**src/rtl/dnn_pingpong_batch_ctrl.sv**
```systemverilog
`default_nettype none
// ============================================================================
// Module   : dnn_pingpong_batch_ctrl
// Desc     : NBANK ping-pong src/dst bank sequencer overlapping load, compute
//            and drain. Define DNN_PP_LASTCHK_EN to add the src_last check (err).
// Revision : 1.0  initial release
// ============================================================================
module dnn_pingpong_batch_ctrl #(
    parameter int NBANK = 2,
    parameter int AW    = 12,
    parameter int BW    = (NBANK > 2) ? 2 : 1
) (
    input  logic          clk,
    input  logic          rst_n,
    input  logic          run,
    input  logic [AW-1:0] ss,
    input  logic [AW-1:0] ds,
    input  logic          src_valid,
    input  logic          src_last,
    output logic          src_ready,
    output logic          src_v,
    output logic [AW-1:0] src_a,
    output logic [BW-1:0] src_bank,
    output logic          s_init,
    output logic [BW-1:0] s_bank,
    input  logic          s_fin,
    output logic          dst_v,
    output logic [AW-1:0] dst_a,
    output logic [BW-1:0] dst_bank,
    output logic          dst_valid,
    output logic          dst_last,
`ifdef DNN_PP_LASTCHK_EN
    output logic          err,
`endif
    input  logic          dst_ready
);

    typedef enum logic [1:0] {
        ST_FREE   = 2'd0,
        ST_LOADED = 2'd1,
        ST_BUSY   = 2'd2,
        ST_DONE   = 2'd3
    } bank_state_t;

    bank_state_t   r_state [NBANK];
    logic [BW-1:0] r_lp;
    logic [BW-1:0] r_cp;
    logic [BW-1:0] r_dp;
    logic [AW-1:0] r_lcnt;
    logic [AW-1:0] r_dcnt;
    logic          r_s_init;
    logic [BW-1:0] r_s_bank;
    logic          r_dst_valid;
    logic          r_dst_last;

    logic          w_en;
    logic          w_load_done;
    logic          w_start;
    logic          w_fin;
    logic          w_drain_act;
    logic          w_drain_done;

    assign w_en         = rst_n && run;

    assign src_ready    = w_en && (r_state[r_lp] == ST_FREE);
    assign src_v        = src_valid && src_ready;
    assign src_a        = r_lcnt;
    assign src_bank     = r_lp;
    assign w_load_done  = src_v && (r_lcnt == ss);

    // Only the compute pointer's bank can ever be BUSY, so checking cp alone
    // is equivalent to "no bank is BUSY".
    assign w_start      = (r_state[r_cp] == ST_LOADED);
    assign w_fin        = s_fin && (r_state[r_cp] == ST_BUSY);

    assign w_drain_act  = r_state[r_dp] == ST_DONE;
    assign dst_v        = w_en && w_drain_act && (dst_ready || !r_dst_valid);
    assign dst_a        = r_dcnt;
    assign dst_bank     = r_dp;
    assign w_drain_done = dst_v && (r_dcnt == ds);

    assign s_init       = r_s_init;
    assign s_bank       = r_s_bank;
    assign dst_valid    = r_dst_valid;
    assign dst_last     = r_dst_last;

    always_ff @(posedge clk) begin
        if (!rst_n || !run) begin
            for (int i = 0; i < NBANK; i++) begin
                r_state[i] <= ST_FREE;
            end
            r_lp        <= '0;
            r_cp        <= '0;
            r_dp        <= '0;
            r_lcnt      <= '0;
            r_dcnt      <= '0;
            r_s_init    <= 1'b0;
            r_s_bank    <= '0;
            r_dst_valid <= 1'b0;
            r_dst_last  <= 1'b0;
        end else begin
            r_s_init <= 1'b0;

            if (src_v) begin
                if (w_load_done) begin
                    r_lcnt          <= '0;
                    r_state[r_lp]   <= ST_LOADED;
                    r_lp            <= r_lp + 1'b1;
                end else begin
                    r_lcnt          <= r_lcnt + 1'b1;
                end
            end

            // Load, start/finish and drain always touch distinct banks, so
            // these per-bank updates never collide within one cycle.
            if (w_start) begin
                r_s_init        <= 1'b1;
                r_s_bank        <= r_cp;
                r_state[r_cp]   <= ST_BUSY;
            end

            if (w_fin) begin
                r_state[r_cp]   <= ST_DONE;
                r_cp            <= r_cp + 1'b1;
            end

            if (dst_v) begin
                if (w_drain_done) begin
                    r_dcnt          <= '0;
                    r_state[r_dp]   <= ST_FREE;
                    r_dp            <= r_dp + 1'b1;
                end else begin
                    r_dcnt          <= r_dcnt + 1'b1;
                end
            end

            r_dst_valid <= dst_v || (r_dst_valid && !dst_ready);
            r_dst_last  <= w_drain_done || (r_dst_last && !dst_ready);
        end
    end

`ifdef DNN_PP_LASTCHK_EN
    logic r_err;

    always_ff @(posedge clk) begin
        if (!rst_n || !run) begin
            r_err <= 1'b0;
        end else if (src_v && (src_last != (r_lcnt == ss))) begin
            r_err <= 1'b1;
        end
    end

    assign err = r_err;
`else
    logic w_unused_src_last;
    assign w_unused_src_last = src_last;
`endif

endmodule
`default_nettype wire

```
**config.mk**
```make
export PLATFORM = sky130hd
export DESIGN_NAME = dnn_pingpong_batch_ctrl
export DESIGN_NICKNAME = d
export VERILOG_FILES = /design/src/rtl/dnn_pingpong_batch_ctrl.sv
export SDC_FILE = /design/constraint.sdc
export NUM_CORES = 1
export LEC_CHECK = 0
export CAP_MARGIN = 20
export CORE_MARGIN = 10
export CORE_UTILIZATION = 46
export CTS_BUF_LIST = sky130_fd_sc_hd__clkbuf_16
export CTS_CLUSTER_SIZE = 40
export DETAILED_ROUTE_END_ITERATION = 8
export PLACE_DENSITY_LB_ADDON = 0.25
export SYNTH_ARGS = -nofsm -noshare
export SYNTH_HDL_FRONTEND = slang
export SYNTH_SLANG_ARGS = --single-unit
```
**constraint.sdc**
```tcl
create_clock -name clk -period 2.4 [get_ports clk]
set_input_delay 0.6 -clock clk [delete_from_list [all_inputs] [get_ports clk]]
set_output_delay 0.6 -clock clk [all_outputs]
set_load 0.03 [all_outputs]
```
==> results of run 1 <==
==> area by class of cell <==
| class | count | area [um^2] |
|---|---|---|
| multi-input cells | 180 | 1210 |
| flip-flops and latches | 38 | 761 |
| inverters | 5 | 23.8 |
| well taps | 52 | 65.1 |
| clock buffers | 5 | 125 |
| repair buffers | 73 | 696 |
| fillers | 383 | 1370 |
| clock inverters | 3 | 41.3 |
==> Yosys cell counts, drive strengths merged, types with 5 or more instances <==
cell type / n
inv: 5
nor2: 34
nand2: 14
xor2: 39
clkbuf: 6
nand3: 18
nand2b: 5
nor4: 6
xnor2: 7
nand4: 7
a21oi: 9
dfxtp: 38
==> flip-flops by register name, summed over array words and instances, names as in the netlist, named ones only <==
register,cells
s_init,1
r_state,4
r_cp,1
s_bank,1
src_bank,1
dst_bank,1
src_a,12
dst_valid,1
dst_last,1
dst_a,12
==> metal layers <==
metal | track usage | wire (um) | vias to the layer above
li1 | - | - | 942
met1 | 0.164 | 2180 | 868
met2 | 0.262 | 2640 | 66
met3 | 0.0760 | 568 | 9
met4 | 0.0457 | 87 | 0
met5 | 0 | 0 | -
==> logic make-up after synthesis <==
| group | share of synthesized area |
|---|---|
| multiplexers | 0.00494 |
| adder cells (fa/ha/maj) | 0.0124 |
| XOR/XNOR | 0.199 |
| AO/OA/AOI/OAI | 0.106 |
| buffers and inverters | 0.0253 |
| AND/OR/NAND/NOR | 0.277 |
| flip-flops | 0.376 |
==> power by group through the flow <==
stage / Sequential (mW) / Clock (mW) / Combinational [mW]
2_1_floorplan: 0.647 / 0 / 0.0381
3_3_place_gp: 0.646 / 0 / 0.105
3_5_place_dp: 0.646 / 0 / 0.107
4_1_cts: 0.632 / 0.737 / 0.107
5_1_grt: 0.632 / 0.765 / 0.115
6_report: 0.632 / 0.728 / 0.106
==> tightest hold or removal path, cell delays in order, from the launching register on <==
cell      delay, ps
dfxtp_1         310
nand2b_1         70
a21oi_1          70
==> path summary, 6_finish.rpt <==
kind	endpoint	slack [ps]
setup / recovery	dst_v	50
hold / removal	dst_last$_SDFF_PP0_	500
setup reg to reg	dst_a[8]$_SDFFE_PP0P_	520
hold reg to reg	dst_last$_SDFF_PP0_	500
==> stage by stage <==
step	area (um^2)	std cells
floorplan	2020	230
finish	2920	356
global placement	2760	348
global route	2920	356
CTS	2920	356
detailed placement	2760	348
==> impl_results.md, run 1 <==
* Status: complete, no violations
* Ys flop type: dfxtp_1
* CP max-delay cell: clkdlybuf4s50_1
* Cts repair resizes at 0
* Fin crit share at 0.979
* Iter 0 DRT Violations at 78
* Setup ws final at 49.6 ps
* Detailed-route wire length per cell at 15.4 um
* H-Tree Level Count at 2
* TritonCTS buffer count at 5
* Router iterations before antenna repair at 4
* Die W at 86.3 um
* Clock slew at reported path FFs at 50 ps
* Tot Pwr at 1.47 mW
* Setup TNS at 0 ps
* Nets at 336
* Hold Path Class: flip-flop to flip-flop
* Pwr Density at 502 mW/mm^2
* I/O Buffers at 62
* Yosys Warn Count at 0
* GPL Wtd Cong at 0.849
* P&R area growth vs syn at 44.4%
* F_max at 425 MHz
* Worst Reg-to-Reg Cells at 5
* Initial core utilization at 0.471
* First-pass GRT wire length at 9510 um
* Clk buf depth at 2
* Worst slew pin tran at 415 ps
* Critical path buffer and inverter count at 3
* Highest-count cells in the layout ignoring fill and taps: clkdlybuf4s50_1 (59), xor2_1 (39), dfxtp_1 (38)
* Total congestion overflow after global routing at 0
* Ant diodes at 0
* Sequential fraction of design power at 0.431
* Largest net degree at the start of global routing at 14
* Final core utilization at 0.681
* Combinational Power Share at 0.072
* Vias in the first global route at 1977
* Leading area contributor after synthesis: dfxtp_1
* Clk sinks at 38
* Clock share of power at 0.497
* Power Internal at 1.18 mW
* Slew HR at 0.724
* Peak supply drop at 0.000266 V
* CTS Hold Bufs at 0
* Max Cap Viol at 0
* Post-synth EDFFs at 0
* CP Class: input port to output port
* Die Footprint at 0.00745 mm^2
* WP data required at 1800 ps
* Seq/Total Area, Yosys at 0.376
* Worst Setup Start Kind: input port
* Crit. End Element: output port
* Critical Path Source: rst_n
* Die H at 86.3 um
* Num rows at 24
* Library cells used by synthesis at 43
* Final min period at 2350 ps
* Min-delay src: dst_last$_SDFF_PP0_
* # IOs at 64
* Max Transition Viols Final at 0
* Gr usage total at 0.154
* Unrepaired setup endpoints after global routing: no
* Sw Share at 0.196
* WHS at 498 ps
* Syn_nets at 263
* Slowest stage delay, CP at 490 ps
* Cell family with the largest share of critical-path delay: buffers and inverters
* Area contributors post-synth: dfxtp_1 (38%), xor2_1 (17%), nor2_1 (6.3%)
* Total core area at 0.00429 mm^2
* Synth top area share at 0.376
* Proportion of layout cells with a drive suffix above 1 at 0.102
* Final HPWL DP at 4330 um
* Final wirelength at 5470 um
* Drt drc at 0
* Flops & latches, synth at 38
* Pre-CTS setup slack at 12.7 ps
* Worst clock skew at 5.84 ps
* Synth Cell Area at 0.00202 mm^2
* Worst-path cell chain: clkdlybuf4s50_1 -> nand2_1 -> a211oi_1 -> buf_4 -> buf_4
* Hold depth at 2
* Latest clock arrival within the worst-skew pair at 280 ps
* Leak pwr at 1.12 nW
* Drt via density at 5.29
* CP arrival at 1750 ps
* Final setup viols at 0
* Post-Syn Instances at 230
* CTS tree: built
* Root buffer cell: clkbuf_16
* Worst r2r src: dst_a[2]$_SDFFE_PP0P_
* Sw Pwr at 0.288 mW
* Commonest non-fill, non-tap cell in the layout: clkdlybuf4s50_1
* CP Depth at 5
* Final ANT Viol Nets at 0
* Post-synth ARST share at 0
* Most used cell, CP: buf_4
* Routed vias at 1885
* Worst-path maximum fanout at 6
* Final hold vios at 0
* Avg Cell Area, Syn at 8.80 um^2
* Post-CTS Setup Inserts at 0
* Initial antenna violation count at 0
(Power assumes the default switching activity.)
==> inputs of run 2 (changes only) <==
- ABC_AREA: not set -> 1
- CORE_UTILIZATION: 46 -> 48
- CTS_CLUSTER_DIAMETER: not set -> 80
==> run 2 against run 1 <==
Against the previous run: design area increased by 6.7%; hold slack got worse by 29 ps; clock-buffer cell count unchanged; sequential cell count unchanged; clock power decreased by 12%; largest power group unchanged; worst setup slack improved by 60 ps.
==> impl_results.md, run 2 <==
* Worst clock skew at 8.41 ps (was 5.84 ps)
* Final setup viols at 0 (unchanged)
* Reg area at 761 um^2 (unchanged)
* Worst Setup Start Kind: input port (unchanged)
* Ant diodes at 0 (unchanged)
* Hold depth at 2 (unchanged)
* Gr usage total at 0.153 (was 0.154)
* # IOs at 64 (unchanged)
* Iter 0 DRT Violations at 113 (was 78)
* WP data required at 1800 ps (about the same)
* Fill count at 409 (was 383)
* Avg Cell Area, Syn at 6.81 um^2 (was 8.80 um^2)
* Slowest stage delay, CP at 500 ps (was 490 ps)
* Leak pwr at 1.22 nW (was 1.12 nW)
* Routed vias at 2309 (was 1885)
* Max Cap Viol at 0 (unchanged)
* Clock slew at reported path FFs at 60 ps (was 50 ps)
* Status: complete, no violations (unchanged)
* Hold Path Class: flip-flop to flip-flop (unchanged)
* Most frequent cell after synthesis: nand2_1 (was xor2_1)
* Post-Syn Instances at 335 (was 230)
* Min-delay src: dst_last$_SDFF_PP0_ (unchanged)
* Most used cell, CP: nand2_4 (was buf_4)
* Cell family with the largest share of critical-path delay: buffers and inverters (unchanged)
* Top cells by count, synth: nand2_1 (88), inv_1 (40), dfxtp_1 (38), nor2_1 (33), a21oi_1 (23) (was xor2_1 (39), dfxtp_1 (38), nor2_1 (34), nand3_1 (18), nand2_1 (14))
* CP Class: input port to output port (unchanged)
* Clk sinks at 38 (unchanged)
* Die H at 88.9 um (was 86.3 um)
* Setup TNS at 0 ps (unchanged)
* Pwr Density at 447 mW/mm^2 (was 502 mW/mm^2)
* Commonest non-fill, non-tap cell in the layout: nand2_1 (was clkdlybuf4s50_1)
* Max Transition Viols Final at 0 (unchanged)
* CP max-delay cell: clkdlybuf4s50_1 (unchanged)
* Worst slew pin tran at 356 ps (was 415 ps)
* Largest net degree at the start of global routing at 14 (unchanged)
* Final HPWL DP at 4600 um (was 4330 um)
* Initial core utilization at 0.489 (was 0.471)
* Final min period at 2290 ps (was 2350 ps)
* Root buffer cell: clkbuf_16 (unchanged)
* Nets at 439 (was 336)
* Initial antenna violation count at 0 (unchanged)
* Worst Reg-to-Reg Cells at 10 (was 5)
* Router iterations before antenna repair at 4 (unchanged)
* Die W at 88.9 um (was 86.3 um)
* Crit. End Element: output port (unchanged)
* Worst r2r src: r_state[0][1]$_SDFFE_PP0P_ (was dst_a[2]$_SDFFE_PP0P_)
* Final hold vios at 0 (unchanged)
* Ys flop type: dfxtp_1 (unchanged)
* Drt via density at 5.01 (was 5.29)
* Latest clock arrival within the worst-skew pair at 280 ps (about the same)
* Syn_nets at 368 (was 263)
* Worst-path cell chain: clkdlybuf4s50_1 -> nand2_4 -> nor2_2 -> nand2_4 -> inv_4 -> buf_4 (was clkdlybuf4s50_1 -> nand2_1 -> a211oi_1 -> buf_4 -> buf_4)
* Clk buf depth at 2 (unchanged)
* Post-synth ARST share at 0 (unchanged)
* Tot Pwr at 1.40 mW (was 1.47 mW)
* TritonCTS buffer count at 5 (unchanged)
* Library cells used by synthesis at 35 (was 43)
* Synth top area share at 0.334 (was 0.376)
* Flops & latches, synth at 38 (unchanged)
* Drt drc at 0 (unchanged)
* Leading area contributor after synthesis: dfxtp_1 (unchanged)
* Proportion of layout cells with a drive suffix above 1 at 0.108 (was 0.102)
* Area occupied by multi-input gates at 0.00133 mm^2 (was 0.00121 mm^2)
* Post-CTS Setup Inserts at 0 (unchanged)
* Cts repair resizes at 0 (unchanged)
* H-Tree Level Count at 2 (unchanged)
* F_max at 437 MHz (was 425 MHz)
* Critical path buffer and inverter count at 3 (unchanged)
* Final wirelength at 5780 um (was 5470 um)
* GPL Wtd Cong at 0.868 (was 0.849)
* Total core area at 0.00466 mm^2 (was 0.00429 mm^2)
* Yosys Warn Count at 0 (unchanged)
* Final ANT Viol Nets at 0 (unchanged)
* Total congestion overflow after global routing at 0 (unchanged)
* Die Footprint at 0.00791 mm^2 (was 0.00745 mm^2)
* Seq/Total Area, Yosys at 0.334 (was 0.376)
* Critical Path Source: rst_n (unchanged)
* Num rows at 25 (was 24)
* Worst-path maximum fanout at 8 (was 6)
* Highest-count cells in the layout ignoring fill and taps: nand2_1 (88), clkdlybuf4s50_1 (59), inv_1 (40) (was clkdlybuf4s50_1 (59), xor2_1 (39), dfxtp_1 (38))
* Slew HR at 0.761 (was 0.724)
* Detailed-route wire length per cell at 12.5 um (was 15.4 um)
* Synth Cell Area at 0.00228 mm^2 (was 0.00202 mm^2)
* Area contributors post-synth: dfxtp_1 (33%), nand2_1 (14%), inv_1 (6.6%) (was dfxtp_1 (38%), xor2_1 (17%), nor2_1 (6.3%))
* CTS Hold Bufs at 0 (unchanged)
* CTS tree: built (unchanged)
* CP arrival at 1690 ps (was 1750 ps)
* Post-synth EDFFs at 0 (unchanged)
* Unrepaired setup endpoints after global routing: no (unchanged)
* Vias in the first global route at 2192 (was 1977)
* P&R area growth vs syn at 36.9% (was 44.4%)
* First-pass GRT wire length at 9740 um (was 9510 um)
* Fin crit share at 0.954 (was 0.979)
* I/O Buffers at 62 (unchanged)
* CP Depth at 6 (was 5)
* Peak supply drop at 0.000348 V (was 0.000266 V)
==> run 2: metrics by stage <==
stage	hold slack, ps	std cells	cell area [um^2]	setup slack, ps	util
floorplan	487	335	2280	510	-
global placement	455	453	2980	120	0.639
detailed placement	462	453	2980	104	0.639
CTS	470	461	3120	101	0.670
finish	469	461	3120	110	0.670
global route	496	461	3120	52.2	0.670
==> run 2: cell type report <==
cell class,instances,area share
repair buffers,66,0.206
flip-flops and latches,38,0.244
multi-input cells,250,0.427
well taps,54,0.0217
clock inverters,3,0.00521
inverters,45,0.0565
clock buffers,5,0.0401
==> run 2: final timing paths <==
kind	to	slack, ps
max	dst_v	110
min	dst_last$_SDFF_PP0_	470
max reg2reg	src_a[8]$_SDFFE_PP0P_	870
min reg2reg	dst_last$_SDFF_PP0_	470
==> run 2: cells by family (layout without fill, tap and decap cells) <==
group,count (synthesis),in the layout,synth area share
xor gates and xnor gates,19,19,0.0730
DFF,38,38,0.334
buffers and inverters,47,119,0.0823
and+or+nand+nor,195,195,0.422
adders and majority gates,2,2,0.0110
AOI/OAI and AO/OA,34,34,0.0779
==> run 2: worst reg2reg max path: cells and delay by family, from the launching register on <==
| family | cells | cell delay, ps |
|---|---|---|
| compound gates | 1 | 140 |
| flops | 1 | 340 |
| simple gates | 7 | 730 |
| buf+inv | 2 | 240 |
==> run 2: routing by layer <==
layer / routed length, um / share of wire / global-route usage / vias to the layer above
met5: 0 / 0 / 0 / -
met4: 46 / 0.0080 / 0.0426 / 0
met3: 430 / 0.074 / 0.0538 / 4
met2: 2760 / 0.48 / 0.262 / 64
met1: 2540 / 0.44 / 0.175 / 1022
li1: - / - / - / 1219
==> run 2: power breakdown <==
group / internal (mW) / switching [mW] / leakage, nW
combinational: 0.0681 / 0.0579 / 0.842
sequential: 0.631 / 0.000489 / 0.306
clock: 0.379 / 0.259 / 0.0672
total: 1.08 / 0.317 / 1.22
